**config.mk**
```make
export PLATFORM = sky130hd
export DESIGN_NAME = ulpi_reg_tx
export DESIGN_NICKNAME = d
export VERILOG_FILES = /design/src/rtl/usb_ulpi_pkg.sv /design/src/rtl/ulpi_reg_tx.sv
export SDC_FILE = /design/constraint.sdc
export NUM_CORES = 1
export LEC_CHECK = 0
export ABC_CLOCK_PERIOD_IN_PS = 2850
export CORE_MARGIN = 2
export CORE_UTILIZATION = 30
export CTS_CLUSTER_DIAMETER = 80
export DETAILED_ROUTE_END_ITERATION = 8
export PLACE_DENSITY = 0.58
export SLEW_MARGIN = 20
export SYNTH_ARGS = -nofsm -noshare
export SYNTH_HDL_FRONTEND = slang
export SYNTH_SLANG_ARGS = --single-unit
```
**constraint.sdc**
```tcl
create_clock -name clock -period 2.85 [get_ports clock]
set_input_delay 0.4275 -clock clock [delete_from_list [all_inputs] [get_ports clock]]
set_output_delay 0.4275 -clock clock [all_outputs]
set_load 0.05 [all_outputs]
```
**src/rtl/usb_ulpi_pkg.sv**
```systemverilog
// Shared ULPI constants and the state encoding for the link-side register/NOPID
// transmit sequencer.
package usb_ulpi_pkg;

  localparam logic [7:0] TXCMD_NOPID = 8'h40;
  localparam logic [7:0] TXCMD_REGW  = 8'h80;
  localparam logic [7:0] TXCMD_REGR  = 8'hC0;

  localparam logic [5:0] FUNC_CTRL = 6'h04;
  localparam logic [5:0] OTG_CTRL  = 6'h0A;

  typedef enum logic [3:0] {
    ST_IDLE     = 4'd0,
    ST_CMD      = 4'd1,
    ST_DATA     = 4'd2,
    ST_STOP     = 4'd3,
    ST_NOP_CMD  = 4'd4,
    ST_NOP_HOLD = 4'd5,
    ST_NOP_STOP = 4'd6,
    ST_RETRY    = 4'd7,
    ST_ABORT    = 4'd8
  } tx_state_e;

endpackage

```
**src/rtl/ulpi_reg_tx.sv**
```systemverilog
// ULPI link transmit sequencer: immediate register writes and NOPID chirp transmit,
// with dir turnaround, retry after PHY bus grab, and nxt timeout.
module ulpi_reg_tx
  import usb_ulpi_pkg::*;
#(
  parameter int TIMEOUT = 255
) (
  input  logic       clock,
  input  logic       reset_n,
  input  logic       ulpi_dir,
  input  logic       ulpi_nxt,
  output logic [7:0] ulpi_data_o,
  output logic       ulpi_stp_o,
  input  logic       phy_write_i,
  input  logic       phy_nopid_i,
  input  logic       phy_stop_i,
  input  logic [7:0] phy_addr_i,
  input  logic [7:0] phy_data_i,
  output logic       phy_busy_o,
  output logic       phy_done_o,
  output logic       phy_error_o
);

  localparam int CW = $clog2(TIMEOUT + 1);
  localparam logic [CW-1:0] TMO_LAST = CW'(TIMEOUT - 1);

  tx_state_e      state_q, state_d;
  logic           dir_q;
  logic [CW-1:0]  cnt_q, cnt_d;
  logic [7:0]     addr_q, addr_d;
  logic [7:0]     wdata_q, wdata_d;
  logic           nop_q, nop_d;
  logic           wr_lock_q, wr_lock_d;
  logic           nop_lock_q, nop_lock_d;
  logic [7:0]     data_q, data_d;
  logic           stp_q, stp_d;
  logic           busy_q, busy_d;
  logic           done_q, done_d;
  logic           err_q, err_d;

  logic bus_free;
  logic tmo;
  logic counting;
  logic req_live;

  assign bus_free = !ulpi_dir && !dir_q;
  assign tmo      = (cnt_q == TMO_LAST);
  assign counting = (state_q == ST_CMD) || (state_q == ST_DATA) || (state_q == ST_NOP_CMD);
  assign req_live = nop_q ? phy_nopid_i : phy_write_i;

  always_ff @(posedge clock) begin
    if (!reset_n) begin
      state_q    <= ST_IDLE;
      dir_q      <= 1'b0;
      cnt_q      <= '0;
      addr_q     <= 8'h00;
      wdata_q    <= 8'h00;
      nop_q      <= 1'b0;
      wr_lock_q  <= 1'b0;
      nop_lock_q <= 1'b0;
      data_q     <= 8'h00;
      stp_q      <= 1'b0;
      busy_q     <= 1'b0;
      done_q     <= 1'b0;
      err_q      <= 1'b0;
    end else begin
      state_q    <= state_d;
      dir_q      <= ulpi_dir;
      cnt_q      <= cnt_d;
      addr_q     <= addr_d;
      wdata_q    <= wdata_d;
      nop_q      <= nop_d;
      wr_lock_q  <= wr_lock_d;
      nop_lock_q <= nop_lock_d;
      data_q     <= data_d;
      stp_q      <= stp_d;
      busy_q     <= busy_d;
      done_q     <= done_d;
      err_q      <= err_d;
    end
  end

  // dir beats nxt, nxt beats timeout, in every phase that waits on the PHY.
  always_comb begin
    state_d = state_q;
    addr_d  = addr_q;
    wdata_d = wdata_q;
    nop_d   = nop_q;
    case (state_q)
      ST_IDLE: begin
        if (bus_free && phy_write_i && !wr_lock_q) begin
          addr_d  = phy_addr_i;
          wdata_d = phy_data_i;
          nop_d   = 1'b0;
          state_d = ST_CMD;
        end else if (bus_free && phy_nopid_i && !nop_lock_q) begin
          nop_d   = 1'b1;
          state_d = ST_NOP_CMD;
        end
      end
      ST_CMD: begin
        if (ulpi_dir)      state_d = ST_RETRY;
        else if (ulpi_nxt) state_d = ST_DATA;
        else if (tmo)      state_d = ST_ABORT;
      end
      ST_DATA: begin
        if (ulpi_dir)      state_d = ST_RETRY;
        else if (ulpi_nxt) state_d = ST_STOP;
        else if (tmo)      state_d = ST_ABORT;
      end
      ST_NOP_CMD: begin
        if (ulpi_dir)      state_d = ST_RETRY;
        else if (ulpi_nxt) state_d = ST_NOP_HOLD;
        else if (tmo)      state_d = ST_ABORT;
      end
      ST_NOP_HOLD: begin
        if (ulpi_dir)        state_d = ST_RETRY;
        else if (phy_stop_i) state_d = ST_NOP_STOP;
      end
      ST_RETRY: begin
        if (!req_live)     state_d = ST_IDLE;
        else if (bus_free) state_d = nop_q ? ST_NOP_CMD : ST_CMD;
      end
      ST_STOP, ST_NOP_STOP, ST_ABORT: state_d = ST_IDLE;
      default: state_d = ST_IDLE;
    endcase
  end

  always_comb begin
    cnt_d = '0;
    if (counting && (state_d == state_q)) cnt_d = cnt_q + CW'(1);
  end

  // Outputs are a registered decode of the state being entered.
  always_comb begin
    data_d = 8'h00;
    stp_d  = 1'b0;
    busy_d = (state_d != ST_IDLE);
    done_d = 1'b0;
    err_d  = 1'b0;
    case (state_d)
      ST_CMD:      data_d = addr_d;
      ST_DATA:     data_d = wdata_d;
      ST_NOP_CMD:  data_d = TXCMD_NOPID;
      ST_NOP_HOLD: done_d = (state_q == ST_NOP_CMD);
      ST_STOP: begin
        stp_d  = 1'b1;
        done_d = 1'b1;
      end
      ST_NOP_STOP: stp_d = 1'b1;
      ST_ABORT: begin
        stp_d = 1'b1;
        err_d = 1'b1;
      end
      default: ;
    endcase
  end

  // A completed request must drop for a cycle before it can start again.
  always_comb begin
    wr_lock_d  = (state_d == ST_STOP) || (wr_lock_q && phy_write_i);
    nop_lock_d = (done_d && (state_d == ST_NOP_HOLD)) || (nop_lock_q && phy_nopid_i);
  end

  assign ulpi_data_o = data_q;
  assign ulpi_stp_o  = stp_q;
  assign phy_busy_o  = busy_q;
  assign phy_done_o  = done_q;
  assign phy_error_o = err_q;

endmodule

```
==> impl_metrics.sql <==
INSERT INTO impl_metrics (metric_group, metric, value, unit) VALUES
('worst_hold_path', 'worst_hold_path.num_cells', '2', ''),
('sta', 'slew_headroom', '61.4', '%'),
('worst_setup_path', 'reg2reg_from', 'state_q[0]', ''),
('power', 'p_clk_share', '19.8', '%'),
('worst_setup_path', 'critical_path_arrival', '2770', 'ps'),
('sta', 'finalClockSkew', '8.33', 'ps'),
('route', 'detail_route.wirelength.met1', '2260', 'um'),
('route', 'first_iter_violations', '84', ''),
('die', 'die-area', '7310', 'um2'),
('clock_network', 'post_cts_setup_repair_buffer_count', '0', ''),
('sta', 'grt_setup_unrepaired', 'no', ''),
('power', 'swShare', '39.4', '%'),
('clock_network', 'cts_resized', '0', ''),
('grt', 'overflow', '0', ''),
('grt', 'antenna_found_initial', '0', ''),
('place', 'placed_cells', '337', ''),
('synthesis', 'synth_enable_flop_cells', '0', ''),
('synthesis', 'portion_of_synthesized_cell_area_occupied_by_the_leading_cell_type', '44.2', '%'),
('route', 'met3WireLength', '160', 'um'),
('synthesis', 'ys_types', '44', ''),
('synthesis', 'synth.net_count', '251', ''),
('worst_setup_path', 'timing.critical_path.from_type', 'primary input', ''),
('synthesis', 'synth-async-reset-ratio', '0', '%'),
('die', 'rows', '29', ''),
('place', 'port-buffer-count', '34', ''),
('die', 'top_level_ports', '35', ''),
('sta', 'hold_violations', '0', ''),
('final_layout', 'antenna_cells', '0', ''),
('worst_setup_path', 'worst_setup_path_endpoint', 'nop_lock_q', ''),
('synthesis', 'seq_total_area_yosys', '44.2', '%'),
('final_layout', 'count_of_non_filler_cells_in_the_finished_layout', '345', ''),
('grt', 'first_global_vias', '1575', ''),
('synthesis', 'most_area_consuming_cells_after_synthesis', 'dfxtp_1, nand2_1, nor2_1', ''),
('die', 'initial_core_util', '31.2', '%'),
('synthesis', 'post_synth_most_frequent_cells', 'dfxtp_1, nand2_1, nor2_1, nor2b_1', ''),
('worst_setup_path', 'r2r-end', 'ulpi_data_o[0]', ''),
('power', 'p_int', '1490', 'uW'),
('place', 'dpl.hpwl', '3270', 'um'),
('synthesis', 'synth-main-ff-cell', 'dfxtp_1', ''),
('place', 'placedInstanceArea', '2460', 'um2'),
('final_layout', 'drive_gt1_share', '10.1', '%'),
('final_layout', 'area_growth', '29.1', '%'),
('power', 'peakVddDrop', '0.586', 'mV'),
('synthesis', 'yosys.cell_count.top_type', 'dfxtp_1', ''),
('synthesis', 'syn-mean-instance-area', '8.82', 'um2'),
('clock_network', 'clock_insertion_delay_at_the_later_pin_of_the_skew_report', '300', 'ps'),
('power', 'power-per-cell-area', '954', 'nW/um2'),
('die', 'die_h', '85.5', 'um'),
('grt', 'overall_routing_resource_usage', '12.7', '%'),
('sta', 'total_negative_setup_slack', '0', 'ps'),
('worst_hold_path', 'hp-class', 'reg -> reg', ''),
('sta', 'final-setup-viol-count', '0', ''),
('route', 'firstDrtPassIters', '4', ''),
('route', 'ant_nets', '0', ''),
('clock_network', 'clkSlewWorstSetupHoldPaths', '90', 'ps'),
('route', 'wirelength', '4470', 'um'),
('sta', 'min_period_over_period', '88.5', '%'),
('worst_setup_path', 'rrSetupSlack', '430', 'ps'),
('final_layout', 'multi_input_area', '1040', 'um2'),
('run_status', 'status', 'finished, final reports clean', ''),
('final_layout', 'n_fill_cell', '671', ''),
('worst_setup_path', 'criticalPathCategory', 'in -> reg', ''),
('sta', 'tightest_slew', '573', 'ps'),
('clock_network', 'cts_sinks', '44', ''),
('grt', 'grt_first_pass_wirelength', '7510', 'um'),
('power', 'power_frac_seq', '33.1', '%'),
('sta', 'slew_viol_final', '0', ''),
('clock_network', 'cts.path.max_buffers', '2', ''),
('die', 'die-width', '85.5', 'um'),
('synthesis', 'synthesis.instances', '226', ''),
('place', 'finalWeightedCongestion', '0.796', '');
[area by class of cell]
class / instances / share of cell area, %
clock buffers: 5 / 2.67
flip-flops and latches: 44 / 34.2
inverters: 5 / 0.729
clock inverters: 3 / 1.80
repair buffers: 45 / 16.4
multi-input cells: 166 / 40.4
well taps: 77 / 3.74
[power by group through the flow]
stage / clock network [uW] / registers [uW] / logic (uW)
floorplan: 0 / 888 / 732
global placement: 0 / 830 / 1160
detailed placement: 0 / 829 / 1160
CTS: 502 / 814 / 1170
global route: 523 / 831 / 1290
finish: 487 / 813 / 1150
[state kept, by name (all words and copies together) (netlist names)]
register,count
addr_q,8
cnt_q,8
ulpi_data_o,8
wdata_q,8
state_q,4
dir_q,1
nop_lock_q,1
nop_q,1
phy_busy_o,1
phy_done_o,1
phy_error_o,1
ulpi_stp_o,1
wr_lock_q,1
[worst max-delay path, cell delays in order]
cell             delay, ps
clkdlybuf4s50_1        680
nor2b_1                110
o32a_1                 290
a211oi_1               340
a221oi_2                80
or4b_1                 570
o21ai_1                130
and2_1                 120
[how the worst min path moves through the flow]
stage,startpoint,to
2_1_floorplan,wdata_q[6],wdata_q[6]
3_5_place_dp,wdata_q[3],wdata_q[3]
4_1_cts,wdata_q[0],wdata_q[0]
6_report,wdata_q[2],wdata_q[2]
5_1_grt,wdata_q[6],wdata_q[6]
3_3_place_gp,wdata_q[2],wdata_q[2]
[per-stage QoR]
step	total power [uW]	setup slack (ps)
final	2460	327
after CTS	2480	297
after global placement	1990	20.2
after floorplan	1620	717
after global routing	2640	103
after detailed placement	1990	4.37
[cells by family after synthesis]
| logic type | after synthesis | synth area share, % |
|---|---|---|
| compound gates | 36 | 13.7 |
| xor+xnor | 9 | 3.95 |
| fa+ha+maj | 2 | 1.26 |
| buf+inv | 16 | 3.64 |
| flops | 44 | 44.2 |
| mux | 10 | 5.08 |
| simple gates | 109 | 28.1 |
[metal layers]
layer / vias up / track usage, %
met1: 749 / 17.6
met4: 0 / 3.90
li1: 859 / -
met5: - / 0
met3: 7 / 2.79
met2: 27 / 19.9
[cells in the final DEF, fill, tap and decap left out, types with 2 or more instances in the layout]
cell | netlist | routed
o21ai_0 | 4 | 4
mux2i_1 | 9 | 9
inv_1 | 4 | 4
nor3_1 | 5 | 5
nor2b_1 | 15 | 15
nor4_1 | 3 | 3
nor2_1 | 28 | 28
buf_4 | 2 | 11
nand2b_1 | 4 | 4
a2bb2oi_1 | 5 | 5
ha_1 | 2 | 2
a21oi_1 | 4 | 4
a41oi_1 | 3 | 3
and2_1 | 6 | 6
a21boi_0 | 9 | 9
a21boi_1 | 2 | 2
clkdlybuf4s50_1 | 0 | 34
nand3_1 | 6 | 6
xor2_1 | 5 | 5
or2_2 | 3 | 3
dfxtp_1 | 44 | 44
and3_1 | 2 | 2
nand2_1 | 29 | 29
clkbuf_8 | 0 | 5
a211oi_1 | 2 | 2
xnor2_1 | 4 | 4
(Power assumes the default switching activity.)
